**config.mk**
```make
export PLATFORM = sky130hd
export DESIGN_NAME = pipe_skid_reg
export DESIGN_NICKNAME = d
export VERILOG_FILES = /design/src/rtl/pipe_skid_reg_pkg.sv /design/src/rtl/pipe_skid_reg_sat_counter.sv /design/src/rtl/pipe_skid_reg.sv
export SDC_FILE = /design/constraint.sdc
export NUM_CORES = 1
export LEC_CHECK = 0
export ABC_AREA = 0
export BUFFER_PORTS_ARGS = -buffer_cell sky130_fd_sc_hd__buf_2
export CAP_MARGIN = 20
export CORE_ASPECT_RATIO = 0.6
export CORE_MARGIN = 4
export CORE_UTILIZATION = 49
export DETAILED_ROUTE_END_ITERATION = 16
export GPL_TIMING_DRIVEN = 0
export PLACE_DENSITY = 0.77
export SYNTH_ARGS = -nofsm -noshare
export SYNTH_HDL_FRONTEND = slang
export SYNTH_HIERARCHICAL = 1
export SYNTH_SLANG_ARGS = --single-unit
```
**constraint.sdc**
```tcl
create_clock -name clk -period 2.22 [get_ports clk]
set_input_delay 0 -clock clk [delete_from_list [all_inputs] [get_ports clk]]
set_output_delay 0 -clock clk [all_outputs]
set_load 0.03 [all_outputs]
```
**src/rtl/pipe_skid_reg_pkg.sv**
```systemverilog
// Shared pipeline definitions: stall/flush bus shapes, stage indices and skid-stage state encoding.
package pipe_skid_reg_pkg;

  localparam int unsigned STAGE_CNT = 5;

  localparam int unsigned STAGE_IF  = 0;
  localparam int unsigned STAGE_ID  = 1;
  localparam int unsigned STAGE_EX  = 2;
  localparam int unsigned STAGE_MEM = 3;
  localparam int unsigned STAGE_WB  = 4;

  // All-zero control word is a pipeline bubble.
  localparam int unsigned CTRL_NOP = 0;

  typedef logic [STAGE_CNT-1:0] stall_bus_t;
  typedef logic [STAGE_CNT-1:0] flush_bus_t;

  // Encoded as {main_v, skid_v}.
  typedef enum logic [1:0] {
    ST_EMPTY = 2'b00,
    ST_BUSY  = 2'b10,
    ST_FULL  = 2'b11
  } skid_state_e;

endpackage

```
**src/rtl/pipe_skid_reg_sat_counter.sv**
```systemverilog
// Saturating up-counter with synchronous clear; holds at all-ones.
module sat_counter #(
  parameter int unsigned CNT_W = 16
) (
  input  logic             clk,
  input  logic             clr,
  input  logic             inc,
  output logic [CNT_W-1:0] cnt
);

  always_ff @(posedge clk) begin
    if (clr) begin
      cnt <= '0;
    end else if (inc && (cnt != '1)) begin
      cnt <= cnt + CNT_W'(1);
    end
  end

endmodule

```
**src/rtl/pipe_skid_reg.sv**
```systemverilog
// Generic pipeline stage register with valid/ready handshake and a 2-entry skid buffer.
// Upstream ready is a flop; flush bubbles the stage and optionally keeps the incoming pc.
module pipe_skid_reg
  import pipe_skid_reg_pkg::*;
#(
  parameter int unsigned STAGE   = STAGE_EX,
  parameter int unsigned PC_W    = 32,
  parameter int unsigned DATA_W  = 128,
  parameter int unsigned CTRL_W  = 16,
  parameter bit          KEEP_PC = 1'b1,
  parameter int unsigned CNT_W   = 16
) (
  input  logic              clk,
  input  logic              rst,
  input  stall_bus_t        stall_i,
  input  flush_bus_t        flush_i,
  input  logic              up_valid_i,
  output logic              up_ready_o,
  input  logic [PC_W-1:0]   pc_i,
  input  logic [DATA_W-1:0] data_i,
  input  logic [CTRL_W-1:0] ctrl_i,
  output logic              dn_valid_o,
  input  logic              dn_ready_i,
  output logic [PC_W-1:0]   pc_o,
  output logic [DATA_W-1:0] data_o,
  output logic [CTRL_W-1:0] ctrl_o,
  output logic [CNT_W-1:0]  stall_cnt_o,
  output logic [CNT_W-1:0]  bubble_cnt_o
);

  skid_state_e       state;
  logic [PC_W-1:0]   skid_pc;
  logic [DATA_W-1:0] skid_data;
  logic [CTRL_W-1:0] skid_ctrl;

  logic stall_en;
  logic flush_en;
  logic rdy_eff;
  logic take_in;
  logic take_out;

  // Other stages' enables are intentionally ignored.
  logic unused_bus_bits;
  assign unused_bus_bits = ^{stall_i, flush_i};

  assign stall_en = stall_i[STAGE];
  assign flush_en = flush_i[STAGE];

  assign up_ready_o = (state != ST_FULL);
  assign dn_valid_o = (state != ST_EMPTY);

  assign rdy_eff  = dn_ready_i & ~stall_en;
  assign take_in  = up_valid_i & up_ready_o;
  assign take_out = dn_valid_o & rdy_eff;

  // Main register drives the outputs; skid only ever refills main.
  always_ff @(posedge clk) begin
    if (rst) begin
      state     <= ST_EMPTY;
      pc_o      <= '0;
      data_o    <= '0;
      ctrl_o    <= '0;
      skid_pc   <= '0;
      skid_data <= '0;
      skid_ctrl <= '0;
    end else if (flush_en) begin
      state     <= ST_EMPTY;
      pc_o      <= KEEP_PC ? pc_i : '0;
      data_o    <= '0;
      ctrl_o    <= CTRL_W'(CTRL_NOP);
      skid_pc   <= '0;
      skid_data <= '0;
      skid_ctrl <= '0;
    end else begin
      case (state)
        ST_EMPTY: begin
          if (take_in) begin
            pc_o   <= pc_i;
            data_o <= data_i;
            ctrl_o <= ctrl_i;
            state  <= ST_BUSY;
          end
        end
        ST_BUSY: begin
          if (take_in && take_out) begin
            pc_o   <= pc_i;
            data_o <= data_i;
            ctrl_o <= ctrl_i;
          end else if (take_in) begin
            skid_pc   <= pc_i;
            skid_data <= data_i;
            skid_ctrl <= ctrl_i;
            state     <= ST_FULL;
          end else if (take_out) begin
            pc_o   <= '0;
            data_o <= '0;
            ctrl_o <= CTRL_W'(CTRL_NOP);
            state  <= ST_EMPTY;
          end
        end
        ST_FULL: begin
          if (take_out) begin
            pc_o      <= skid_pc;
            data_o    <= skid_data;
            ctrl_o    <= skid_ctrl;
            skid_pc   <= '0;
            skid_data <= '0;
            skid_ctrl <= '0;
            state     <= ST_BUSY;
          end
        end
        default: state <= ST_EMPTY;
      endcase
    end
  end

  sat_counter #(.CNT_W(CNT_W)) u_stall_cnt (
    .clk (clk),
    .clr (rst),
    .inc (dn_valid_o & ~take_out),
    .cnt (stall_cnt_o)
  );

  sat_counter #(.CNT_W(CNT_W)) u_bubble_cnt (
    .clk (clk),
    .clr (rst),
    .inc (~dn_valid_o),
    .cnt (bubble_cnt_o)
  );

endmodule

```
# --- Yosys cells after proc, flatten, opt, wreduce, memory -nomap -nowiden ---
# Index checks and enable logic that the tools add are counted.
op_classes:
  muxes: 31
  bitwise_logic: 7
  eq_ne: 16
  add_sub_neg: 2
  reduce_logical: 13
ops:
  columns: ["cell", "count"]
  rows:
  - ["two-way mux 128 bit", 6]
  - ["case mux 128 bit (3 select lines)", 1]
  - ["case mux 128 bit (2 select lines)", 1]
  - ["two-way mux 32 bit", 7]
  - ["two-way mux 16 bit", 6]
  - ["case mux 32 bit (3 select lines)", 1]
  - ["case mux 32 bit (2 select lines)", 1]
  - ["case mux 16 bit (3 select lines)", 1]
  - ["adder 16 x 1 -> 16 bit, second input constant", 2]
  - ["inequality test 16 bit, second input constant", 2]
  - ["case mux 16 bit (2 select lines)", 1]
  - ["inequality test 3 bit, second input constant", 5]
  - ["two-way mux 2 bit", 5]
  - ["inequality test 2 bit, second input constant", 5]
  - ["AND reduction 5 bit", 2]
  - ["inequality test 4 bit, second input constant", 2]
  - ["AND reduction 4 bit", 2]
  - ["case mux 2 bit (3 select lines)", 1]
  - ["bitwise AND 1 bit", 4]
  - ["equality test 2 bit, second input constant", 2]
  - ["nonzero test 2 bit", 2]
  - ["nonzero test 4 bit", 1]
  - ["logical AND 1 bit", 3]
  - ["NOT 1 bit", 3]
  - ["other kinds (3)", 3]
totals:
  out_inout_bits: 210
  ff_bits: 386
  inputBits: 190
  wordCells: 78

# --- Depth between registers and ports, before layout ---
# Gate-level depths: netlist (run 1).
depth:
  ltp_word: 8
  mapped_depth: 9
  depth_no_buf: 8

# --- Hierarchy ---
# Netlist (run 1), hierarchy kept.
by_module_without_submodules:
  columns: ["mod", "seq_area_each_um2", "cells_each", "area_per_inst_um2", "n_inst"]
  rows:
  - ["pipe_skid_reg", 7086.8, 1801, 14920.6, 1]
  - ["sat_counter", 320.3, 99, 848.3, 2]

# --- Worst setup path after synthesis (run 1) ---
# OpenSTA, ideal clock, no wires.
synth_timing:
  path_kind: "flip-flop to flip-flop"
  from: "reg state[0]"
  to: "reg data_o[26]"
  arrival_time_ns: 2.159
  path_buffers: 3
  required_time_ns: 2.100
  stages_incl_launch_ff: 10
  slack_ns: -0.059
  synth_period_minus_slack_ns: 2.279
  setup_ns: 0.120
  path_cell_list: "dfxtp_1 -> inv_1 -> ha_1 -> or3b_4 -> a221o_1 -> buf_2 -> buf_6 -> buf_6 -> a221oi_2 -> nor2_1"
synth_via:
  elab_chain_len: 5
  word_cells_on_any_way: 16
  classes_between: "eq/ne (7); mux (2); bitwise (2); reduce/logical (5)"
synth_lines:
  columns: ["item", "line", "rtl"]
  rows:
  - ["start: declaration", "pipe_skid_reg.sv:31", "skid_state_e state;"]
  - ["start signal: assignment", "pipe_skid_reg.sv:59", "state <= ST_EMPTY;"]
  - ["start signal: assignment", "pipe_skid_reg.sv:67", "state <= ST_EMPTY;"]
  - ["start signal: assignment", "pipe_skid_reg.sv:81", "state <= ST_BUSY;"]
  - ["inequality test 2 bit / nonzero test 2 bit (equally long branches)", "pipe_skid_reg.sv:49, pipe_skid_reg.sv:50", null]
  - ["bitwise AND 1 bit, on equally long branches", "pipe_skid_reg.sv:53, pipe_skid_reg.sv:54", null]
  - ["logical AND 1 bit", "pipe_skid_reg.sv:85", "if (take_in && take_out) begin"]
  - ["inequality test 3 bit (no source line) / two-way mux 128 bit (equally long branches)", null, null]
  - ["AND reduction 5 bit (no source line) / case mux 128 bit (3 select lines) (equally long branches)", null, null]
  - ["end signal: assignment", "pipe_skid_reg.sv:79", "data_o <= data_i;"]
  - ["end signal: assignment", "pipe_skid_reg.sv:87", "data_o <= data_i;"]
  - ["end signal: assignment", "pipe_skid_reg.sv:104", "data_o <= skid_data;"]
  - ["end: declaration", "pipe_skid_reg.sv:25", "output logic [DATA_W-1:0] data_o,"]
# Parallel ways exist; a longest one is shown, timed or not.
# A chain may end at the register's enable or synchronous reset.

# --- Worst setup path after layout (run 1) ---
layout_timing:
  from: "reg state[0]"
  to: "reg data_o[49]"
# The elaborated chain is that of the path after synthesis.

==> flow_summary.toml, run 1 <==
[run_status]
outcome = "finished, violations left"
failing_checks = "setup timing"

[setup_path]
critical_path_required_ps = 2640
worst_setup_sp_type = "flop"
regToRegStartpoint = "state[0]"
worst_setup_path_endpoint = "data_o[49]"
timing.critical_path.to_type = "flop"
cp_max_fo = 7
path_class = "flop to flop"
cp_data_arrival_time_ps = 2770
r2r_cells = 9
timing.critical_path.from = "state[0]"
timing.reg2reg.setup_slack_ps = -130
timing.rr.end = "data_o[49]"

[drt]
detail-route-antenna-nets = 0
drcViolationCount = 0
vias_per_cell = 5.87
dr.pass1.iters = 7
wl_mm = 62.7
post_detailed_route_wirelength_per_cell_um = 20.2
route.vias.total = 18300
first_iter_violations = 1419

[timing]
final.setup.worst_slack_ps = -128
fin_crit_ps = 2350
clock.fmax_mhz = 426
final_hold_viol_count = 0
grt_setup_unrepaired = "yes"
clock_skew_ps = 11.6
worst_pin_slew_ps = 853
layout_worst_path_cycle_share = 1.06
setup_violations = 68
relSlewSlack = 0.432
final-max-slew-violation-count = 0

[cells_and_area]
mostFrequentLayoutCells = "sky130_fd_sc_hd__buf_2 (422), sky130_fd_sc_hd__dfxtp_1 (384), sky130_fd_sc_hd__nand2_1 (335)"
leading_cell_type_in_the_layout_fill_and_taps_excluded = "sky130_fd_sc_hd__buf_2"
number_of_standard_cells_in_the_final_layout_excluding_fillers = 3111
drive_above_1_share = 0.279
design.final.nets = 2821
area_growth_synth_to_finish_pct = 42.0
post-route-util = 0.717
fillerInstances = 2381

[place]
portBuffers = 389
detailed_placer_s_ending_hpwl_mm = 40.4
post_place_cells = 2838
gp_congestion = 0.895

[synth]
postSynthNetCount = 2195
synthesized_area_divided_by_synthesized_cell_count_sq_um = 8.31
synth-async-reset-ratio = 0
number_of_enable_flip_flop_cells_after_synthesis = 0
synth-warning-count = 6
netlist_area_sq_um = 16600
synth_top_cells_by_area = "sky130_fd_sc_hd__dfxtp_1 (47%), sky130_fd_sc_hd__nand2_1 (7.6%), sky130_fd_sc_hd__a21oi_1 (6.9%)"
synth_top_cell_area_share = 0.465
ys_ff_latch = 386
postSynth.topFlopCell = "sky130_fd_sc_hd__dfxtp_1"
postSynthCellCount = 1999
synth.lib_cells_used.distinct = 48
part_of_the_yosys_area_used_for_sequential_elements = 0.465
synth_top_area_cell = "sky130_fd_sc_hd__dfxtp_1"

[clocking]
clock_tree_from_tritoncts = "done"
worst_skew_pair.late_latency_ps = 530
clkSinkCount = 386
clkTransAtPathRegs_ps = 70
cts_htree_levels = 2
ctsLongestPathBuffers = 3
clk_root_buffer_cell = "sky130_fd_sc_hd__clkbuf_16"
tritoncts.num_buffers = 38

[floorplan]
chipWidth_um = 246
core_area_sq_um = 32900
fp.dieH_um = 151
row_count = 51
initial_cell_density_of_the_core = 0.505
design.portCount = 400
area_of_the_die_sq_um = 37000

[pwr]
ir_worst_vdd_v = 0.000514
intPower_mw = 12.6
cellLeakagePower_nw = 9.43
net-switching-power_mw = 4.93
share_comb_of_total_power = 0.181
clock_power_share = 0.401
power_switching_share = 0.280
seq_power_share = 0.418
power_density_nw_per_um2 = 744

[global_route]
global_route_wire_length_before_repair_mm = 94.3
grt_max_degree = 15
grt_antenna_before_repair = 6
first_global_vias = 17900
grt-ovfl-total = 0
grtUsageTotal = 0.313

[min_path]
hold_path_class = "input pin to flop"

[job]
maxCapViolations = 0
[how the worst min path moves through the flow]
| stage | start | end | slack [ps] | cells past startpoint |
|---|---|---|---|---|
| after detailed placement | pc_i[15] | skid_pc[15] | 280 | 3 |
| after floorplan | pc_i[0] | skid_pc[0] | 150 | 2 |
| after global routing | rst | pc_o[6] | 40 | 2 |
| after CTS | up_valid_i | state[0] | 7 | 5 |
| final | up_valid_i | state[0] | 40 | 5 |
| after global placement | pc_i[3] | skid_pc[3] | 270 | 3 |
[per-stage QoR]
step	cell area, sq um	total power, mW	setup slack [ps]	setup TNS [ps]	hold WS [ps]
4_1_cts	22800	17.3	-59.2	-1870	7.48
2_1_floorplan	16600	9.05	48.1	0	152
5_1_grt	23600	18.2	-159	-7080	39.7
6_report	23600	17.6	-128	-3830	41.6
3_3_place_gp	19100	9.82	-651	-167740	274
3_5_place_dp	19100	9.89	-809	-201410	282
[layer usage]
| metal | share of wire | routed length (um) | GRT usage | vias up |
|---|---|---|---|---|
| met2 | 0.46 | 28800 | 0.511 | 1017 |
| li1 | - | - | - | 8319 |
| met5 | 0 | 0 | 0 | - |
| met4 | 0.055 | 3470 | 0.156 | 0 |
| met3 | 0.082 | 5120 | 0.0554 | 240 |
| met1 | 0.40 | 25300 | 0.403 | 8674 |
[sequential cells by signal (all words and copies together), names as in the netlist]
register          cells
data_o              128
skid_data           128
pc_o                 32
skid_pc              32
ctrl_o               16
skid_ctrl            16
u_bubble_cnt/cnt     16
u_stall_cnt/cnt      16
state                 2
[cell type report]
cell class	instances	area, sq um	area share
antenna	8	20.0	0.000848
inverter	43	164	0.00694
sequential	386	7730	0.328
timing repair buffer	587	4000	0.170
tap	450	563	0.0239
multi-input combinational	1386	8730	0.370
clock inverter	12	170	0.00721
clock buffer	56	1190	0.0505
buffer	183	1030	0.0438
[logic make-up (layout without fill, tap and decap cells)]
family,count (synthesis),in the layout,synth area share
simple gates,755,755,0.213
fa+ha+maj,6,6,0.00452
other cells,0,8,0
compound gates,613,613,0.253
xor+xnor,4,4,0.00211
buf+inv,227,881,0.0571
mux,8,8,0.00504
flops,386,386,0.465
[power groups by stage]
stage	Combinational, mW	Clock, mW	Sequential [mW]
floorplan	1.14	0	7.90
global placement	2.35	0	7.47
detailed placement	2.41	0	7.48
CTS	2.83	7.11	7.33
global route	3.36	7.43	7.37
finish	3.17	7.04	7.35
[synth_stat cells, drive strengths merged (14+ instances only)]
| cell | count |
|---|---|
| inv | 42 |
| o21ai | 184 |
| nand2 | 338 |
| buf | 52 |
| nor2 | 158 |
| clkbuf | 132 |
| nand3 | 45 |
| or4 | 14 |
| nor2b | 148 |
| a21oi | 230 |
| a221oi | 177 |
| dfxtp | 386 |
[repair_timing]
action | in CTS | in global routing
buffers inserted | 10 | 4
resized for setup | 130 | 143
endpoints found under the hold margin | 352 | 0
setup endpoints to repair | 359 | 284
gates cloned | 1 | 6
pin swaps | 7 | 33
hold buffers | 177 | 0
[worst max-delay path, cell delays in order, from the launching register on]
cell and delay [ps]:
sky130_fd_sc_hd__dfxtp_4 380, sky130_fd_sc_hd__inv_4 50, sky130_fd_sc_hd__ha_4 170, sky130_fd_sc_hd__or3b_4 410
sky130_fd_sc_hd__a221o_1 390, sky130_fd_sc_hd__buf_8 190, sky130_fd_sc_hd__clkbuf_16 180, sky130_fd_sc_hd__clkbuf_16 160
sky130_fd_sc_hd__a221oi_2 190, sky130_fd_sc_hd__nor2_1 100
(Power assumes the default switching activity.)
==> inputs of run 2 (changes only) <==
Settings changed: CTS_CLUSTER_SIZE set to 14, TNS_END_PERCENT set to 10.
==> flow_summary.toml, run 2 (synthesized netlist as in run 1, its figures left out) <==
[cells_and_area]
drive_above_1_share = 0.268
leading_cell_type_in_the_layout_fill_and_taps_excluded = "sky130_fd_sc_hd__buf_2"
fin_area_sq_um = 23200
area_growth_synth_to_finish_pct = 39.4
mostFrequentLayoutCells = "sky130_fd_sc_hd__buf_2 (424), sky130_fd_sc_hd__dfxtp_1 (384), sky130_fd_sc_hd__nand2_1 (335)"
layout_top_registers = "data_o: 128 flops, skid_data: 128 flops"
design.final.nets = 2817

[floorplan]
initial_cell_density_of_the_core = 0.505
area_of_the_die_sq_um = 37000
core_area_sq_um = 32900
chipWidth_um = 246
design.portCount = 400
row_count = 51
fp.dieH_um = 151

[drt]
wl_mm = 61.5
drcViolationCount = 0
route.vias.total = 18200
detail-route-antenna-nets = 0
first_iter_violations = 1516
dr.pass1.iters = 6
vias_per_cell = 5.84
post_detailed_route_wirelength_per_cell_um = 19.8

[setup_path]
timing.reg2reg.setup_slack_ps = -70
path_class = "flop to flop"
worst_setup_sp_type = "flop"
cp_data_arrival_time_ps = 2700
critical_path_required_ps = 2640
timing.critical_path.to_type = "flop"
cp_max_fo = 10

[clocking]
clock_tree_from_tritoncts = "done"
clkTransAtPathRegs_ps = 70
clkSinkCount = 386
clk_root_buffer_cell = "sky130_fd_sc_hd__clkbuf_16"
tritoncts.num_buffers = 38
worst_skew_pair.late_latency_ps = 540
cts_htree_levels = 2
ctsLongestPathBuffers = 3

[timing]
final-max-slew-violation-count = 0
final_hold_viol_count = 0
hold-worst-slack_ps = 39.3
clock.fmax_mhz = 438
relSlewSlack = 0.433
grt_setup_unrepaired = "yes"
fin_crit_ps = 2290
worst_pin_slew_ps = 851
layout_worst_path_cycle_share = 1.03
setup_violations = 70
final.setup.worst_slack_ps = -65.6
clock_skew_ps = 14.2

[place]
detailed_placer_s_ending_hpwl_mm = 40.4
gp_congestion = 0.895
portBuffers = 389
postPlaceCellArea_sq_um = 19100

[pwr]
ir_worst_vdd_v = 0.000523
power_density_nw_per_um2 = 750
cellLeakagePower_nw = 9.30

[global_route]
global_route_wire_length_before_repair_mm = 94.3
grtUsageTotal = 0.313
first_global_vias = 18000
grt-ovfl-total = 0
grt_antenna_before_repair = 9
grt_max_degree = 15

[run_status]
outcome = "finished, violations left"
failing_checks = "setup timing"

[min_path]
hold_path_class = "input pin to flop"

[job]
maxCapViolations = 0
[run 2: changes by cell type in the layout (fill, tap and decap cells not counted), sizes merged]
cell / change
diode: +5
clkinvlp: +1
clkbuf: -1
buf: -4
[run 2: path summary, 6_finish.rpt]
check              from  depth (start not counted)    endpoint
max            state[0]                          9  data_o[33]
min          up_valid_i                          5    state[0]
max reg2reg    state[0]                          9  data_o[33]
min reg2reg  skid_pc[3]                          2  skid_pc[3]
[run 2: where the power goes]
group          switching, mW  internal, mW  leakage, nW
registers              0.158          7.19         3.14
clock network           2.86          4.16        0.667
logic                   1.85          1.16         5.49
[run 2: layout make-up]
class / count / area, sq um
clock inverters: 13 / 174
multi-input cells: 1386 / 8440
repair buffers: 583 / 3890
inverters: 43 / 164
clock buffers: 55 / 1180
fillers: 2486 / 9760
flip-flops and latches: 386 / 7730
diodes: 13 / 32.5
well taps: 450 / 563
plain buffers: 183 / 993
[run 2: critical path, cell delays in order (launching register included)]
cell and delay [ps]:
sky130_fd_sc_hd__dfxtp_4 370, sky130_fd_sc_hd__inv_4 50, sky130_fd_sc_hd__ha_4 180, sky130_fd_sc_hd__or3b_4 410, sky130_fd_sc_hd__a221o_1 370, sky130_fd_sc_hd__buf_6 180
sky130_fd_sc_hd__buf_12 160, sky130_fd_sc_hd__buf_12 150, sky130_fd_sc_hd__a221oi_2 220, sky130_fd_sc_hd__nor2_1 80
[run 2: repair_timing]
item | CTS | global route
endpoints found under the hold margin | 356 | 0
endpoints found under the setup margin | 359 | 282
setup buffers | 10 | 4
resized for setup | 101 | 113
cloned | 1 | 2
hold buffers | 177 | 0
pin swaps | 8 | 30
[run 2: routing by layer]
layer	track usage	share of wire	wire [um]	vias to the layer above
li1	-	-	-	8302
met1	0.402	0.40	24800	8638
met2	0.512	0.46	28300	1000
met3	0.0562	0.084	5160	220
met4	0.157	0.053	3250	0
met5	0	0	0	-
[run 2: stage by stage]
step | worst slack (ps) | instances | setup TNS, ps | power, mW | util
5_1_grt | -98.2 | 3108 | -6570 | 17.9 | 0.703
3_3_place_gp | -651 | 2838 | -167740 | 9.82 | 0.581
4_1_cts | -66.0 | 3093 | -2180 | 17.2 | 0.688
3_5_place_dp | -809 | 2838 | -201410 | 9.89 | 0.581
2_1_floorplan | 48.1 | 1999 | 0 | 9.05 | -
6_report | -65.6 | 3112 | -1380 | 17.4 | 0.704
==> inputs of run 3 (changes only) <==
Settings changed: CORE_MARGIN 4 to unset.
==> flow_summary.toml, run 3 (synthesized netlist as in run 1, its figures left out) <==
[timing]
final_hold_viol_count = 0
clock.fmax_mhz = 436
clock_skew_ps = 18.7
final.setup.worst_slack_ps = -75.3
worst_pin_slew_ps = 891
layout_worst_path_cycle_share = 1.03
setup_violations = 80
final-max-slew-violation-count = 0
grt_setup_unrepaired = "yes"
relSlewSlack = 0.406
fin_crit_ps = 2300

[drt]
post_detailed_route_wirelength_per_cell_um = 19.3
detail-route-antenna-nets = 0
drcViolationCount = 0
vias_per_cell = 5.79
first_iter_violations = 1475
route.vias.total = 18000
dr.pass1.iters = 6
wl_mm = 60.2

[floorplan]
core_area_sq_um = 32900
area_of_the_die_sq_um = 34700
fp.dieH_um = 145
chipWidth_um = 240
row_count = 51
initial_cell_density_of_the_core = 0.505
design.portCount = 400

[run_status]
outcome = "finished, violations left"
failing_checks = "setup timing"

[cells_and_area]
area_growth_synth_to_finish_pct = 40.2
design.final.nets = 2824
layout_top_registers = "data_o: 128 flops, skid_data: 128 flops"
mostFrequentLayoutCells = "sky130_fd_sc_hd__buf_2 (424), sky130_fd_sc_hd__dfxtp_1 (384), sky130_fd_sc_hd__nand2_1 (335)"
post-route-util = 0.708
fin_area_sq_um = 23300
leading_cell_type_in_the_layout_fill_and_taps_excluded = "sky130_fd_sc_hd__buf_2"
fillerInstances = 2432
final-seq-area_sq_um = 7730
multi_input_area_sq_um = 8410
drive_above_1_share = 0.267

[pwr]
seq_power_share = 0.420
power_density_nw_per_um2 = 751
design_power_total_mw = 17.5
cellLeakagePower_nw = 9.36
intPower_mw = 12.6
ir_worst_vdd_v = 0.000617
net-switching-power_mw = 4.86
clock_power_share = 0.405
power_switching_share = 0.278
share_comb_of_total_power = 0.176

[setup_path]
worst_setup_sp_type = "flop"
cp_max_fo = 10
cp_data_arrival_time_ps = 2720
path_class = "flop to flop"
timing.critical_path.to_type = "flop"
crit_path_max_incr_delay_ps = 400
crit_path_cell_trace = "inv_2 -> ha_4 -> or3b_4 -> a221o_1 -> buf_6 -> buf_12 -> buf_8 -> a221oi_4 -> nor2_1"
cp_slowest_cell = "sky130_fd_sc_hd__or3b_4"
critical_path_required_ps = 2640

[clocking]
clock_tree_from_tritoncts = "done"
ctsLongestPathBuffers = 3
clk_root_buffer_cell = "sky130_fd_sc_hd__clkbuf_16"
tritoncts.num_buffers = 38
clkTransAtPathRegs_ps = 70
cts_htree_levels = 2
clkSinkCount = 386
worst_skew_pair.late_latency_ps = 550

[global_route]
global_route_wire_length_before_repair_mm = 89.4
grt_max_degree = 15
grt_antenna_before_repair = 8
grtUsageTotal = 0.323
grt-ovfl-total = 0
first_global_vias = 17000

[min_path]
hold_path_class = "input pin to flop"

[place]
postPlaceCellArea_sq_um = 19100
gp_congestion = 0.914
portBuffers = 389
detailed_placer_s_ending_hpwl_mm = 38.9

[job]
maxCapViolations = 0
## run 3: cell types whose count changed in the layout (fill, tap and decap cells not counted), moves of 5 or more
| cell | delta |
|---|---|
| sky130_fd_sc_hd__buf_8 | +9 |
| sky130_fd_sc_hd__clkinv_2 | -5 |
| sky130_fd_sc_hd__o21ai_1 | +5 |
| sky130_fd_sc_hd__buf_6 | +5 |
| sky130_fd_sc_hd__diode_2 | -6 |
| sky130_fd_sc_hd__o21ai_0 | -5 |
| sky130_fd_sc_hd__clkbuf_1 | +5 |
## run 3: what timing repair did
item,in CTS,in global routing
hold endpoints to repair,355,0
hold buffers,180,0
gates resized for setup,92,160
setup endpoints to repair,361,340
pin swaps,11,31
buffers inserted,14,2
gates cloned,1,4
## run 3: per-stage QoR
step / TNS [ps] / hold slack (ps) / std cells / worst slack (ps)
after floorplan: 0 / 152 / 1999 / 48.1
after global placement: -167840 / 268 / 2838 / -618
after detailed placement: -184790 / 279 / 2838 / -726
after CTS: -392 / 94.3 / 3100 / -34.0
after global routing: -7400 / 172 / 3112 / -110
final: -2590 / 135 / 3113 / -75.3
## run 3: worst paths after layout
check	start	end	slack [ps]	cells after the start
worst min-delay path	flush_i[2]	pc_o[31]	140	3
worst max-delay path	state[1]	data_o[49]	-80	9
worst min register to register	skid_ctrl[9]	skid_ctrl[9]	450	2
worst max register to register	state[1]	data_o[49]	-80	9
## run 3: critical path, delay by kind of cell, from the launching register on
family | cells | cell delay [ps]
buffers and inverters | 4 | 560
AND/OR/NAND/NOR | 2 | 480
AO/OA/AOI/OAI | 2 | 590
adder cells (fa/ha/maj) | 1 | 180
flip-flops | 1 | 350
## run 3: power groups by stage
stage	Sequential, mW	Combinational, mW	Clock, mW
3_5_place_dp	7.47	2.38	0
6_report	7.34	3.07	7.08
4_1_cts	7.32	2.77	7.10
3_3_place_gp	7.47	2.34	0
2_1_floorplan	7.90	1.14	0
5_1_grt	7.36	3.26	7.40
## run 3: final cells by class
type / count / area share
Multi-Input combinational cell: 1386 / 0.361
Sequential cell: 386 / 0.332
Timing Repair Buffer: 590 / 0.172
Clock buffer: 60 / 0.0505
Buffer: 183 / 0.0458
Tap cell: 450 / 0.0242
Clock inverter: 8 / 0.00730
Inverter: 43 / 0.00693
Antenna cell: 7 / 0.000752
## run 3: per-layer routing
metal,GRT usage,share of wire,up-vias
li1,-,-,8300
met1,0.422,0.41,8533
met3,0.0731,0.089,211
met4,0.153,0.045,2
met5,0,0.00018,-
met2,0.507,0.45,969
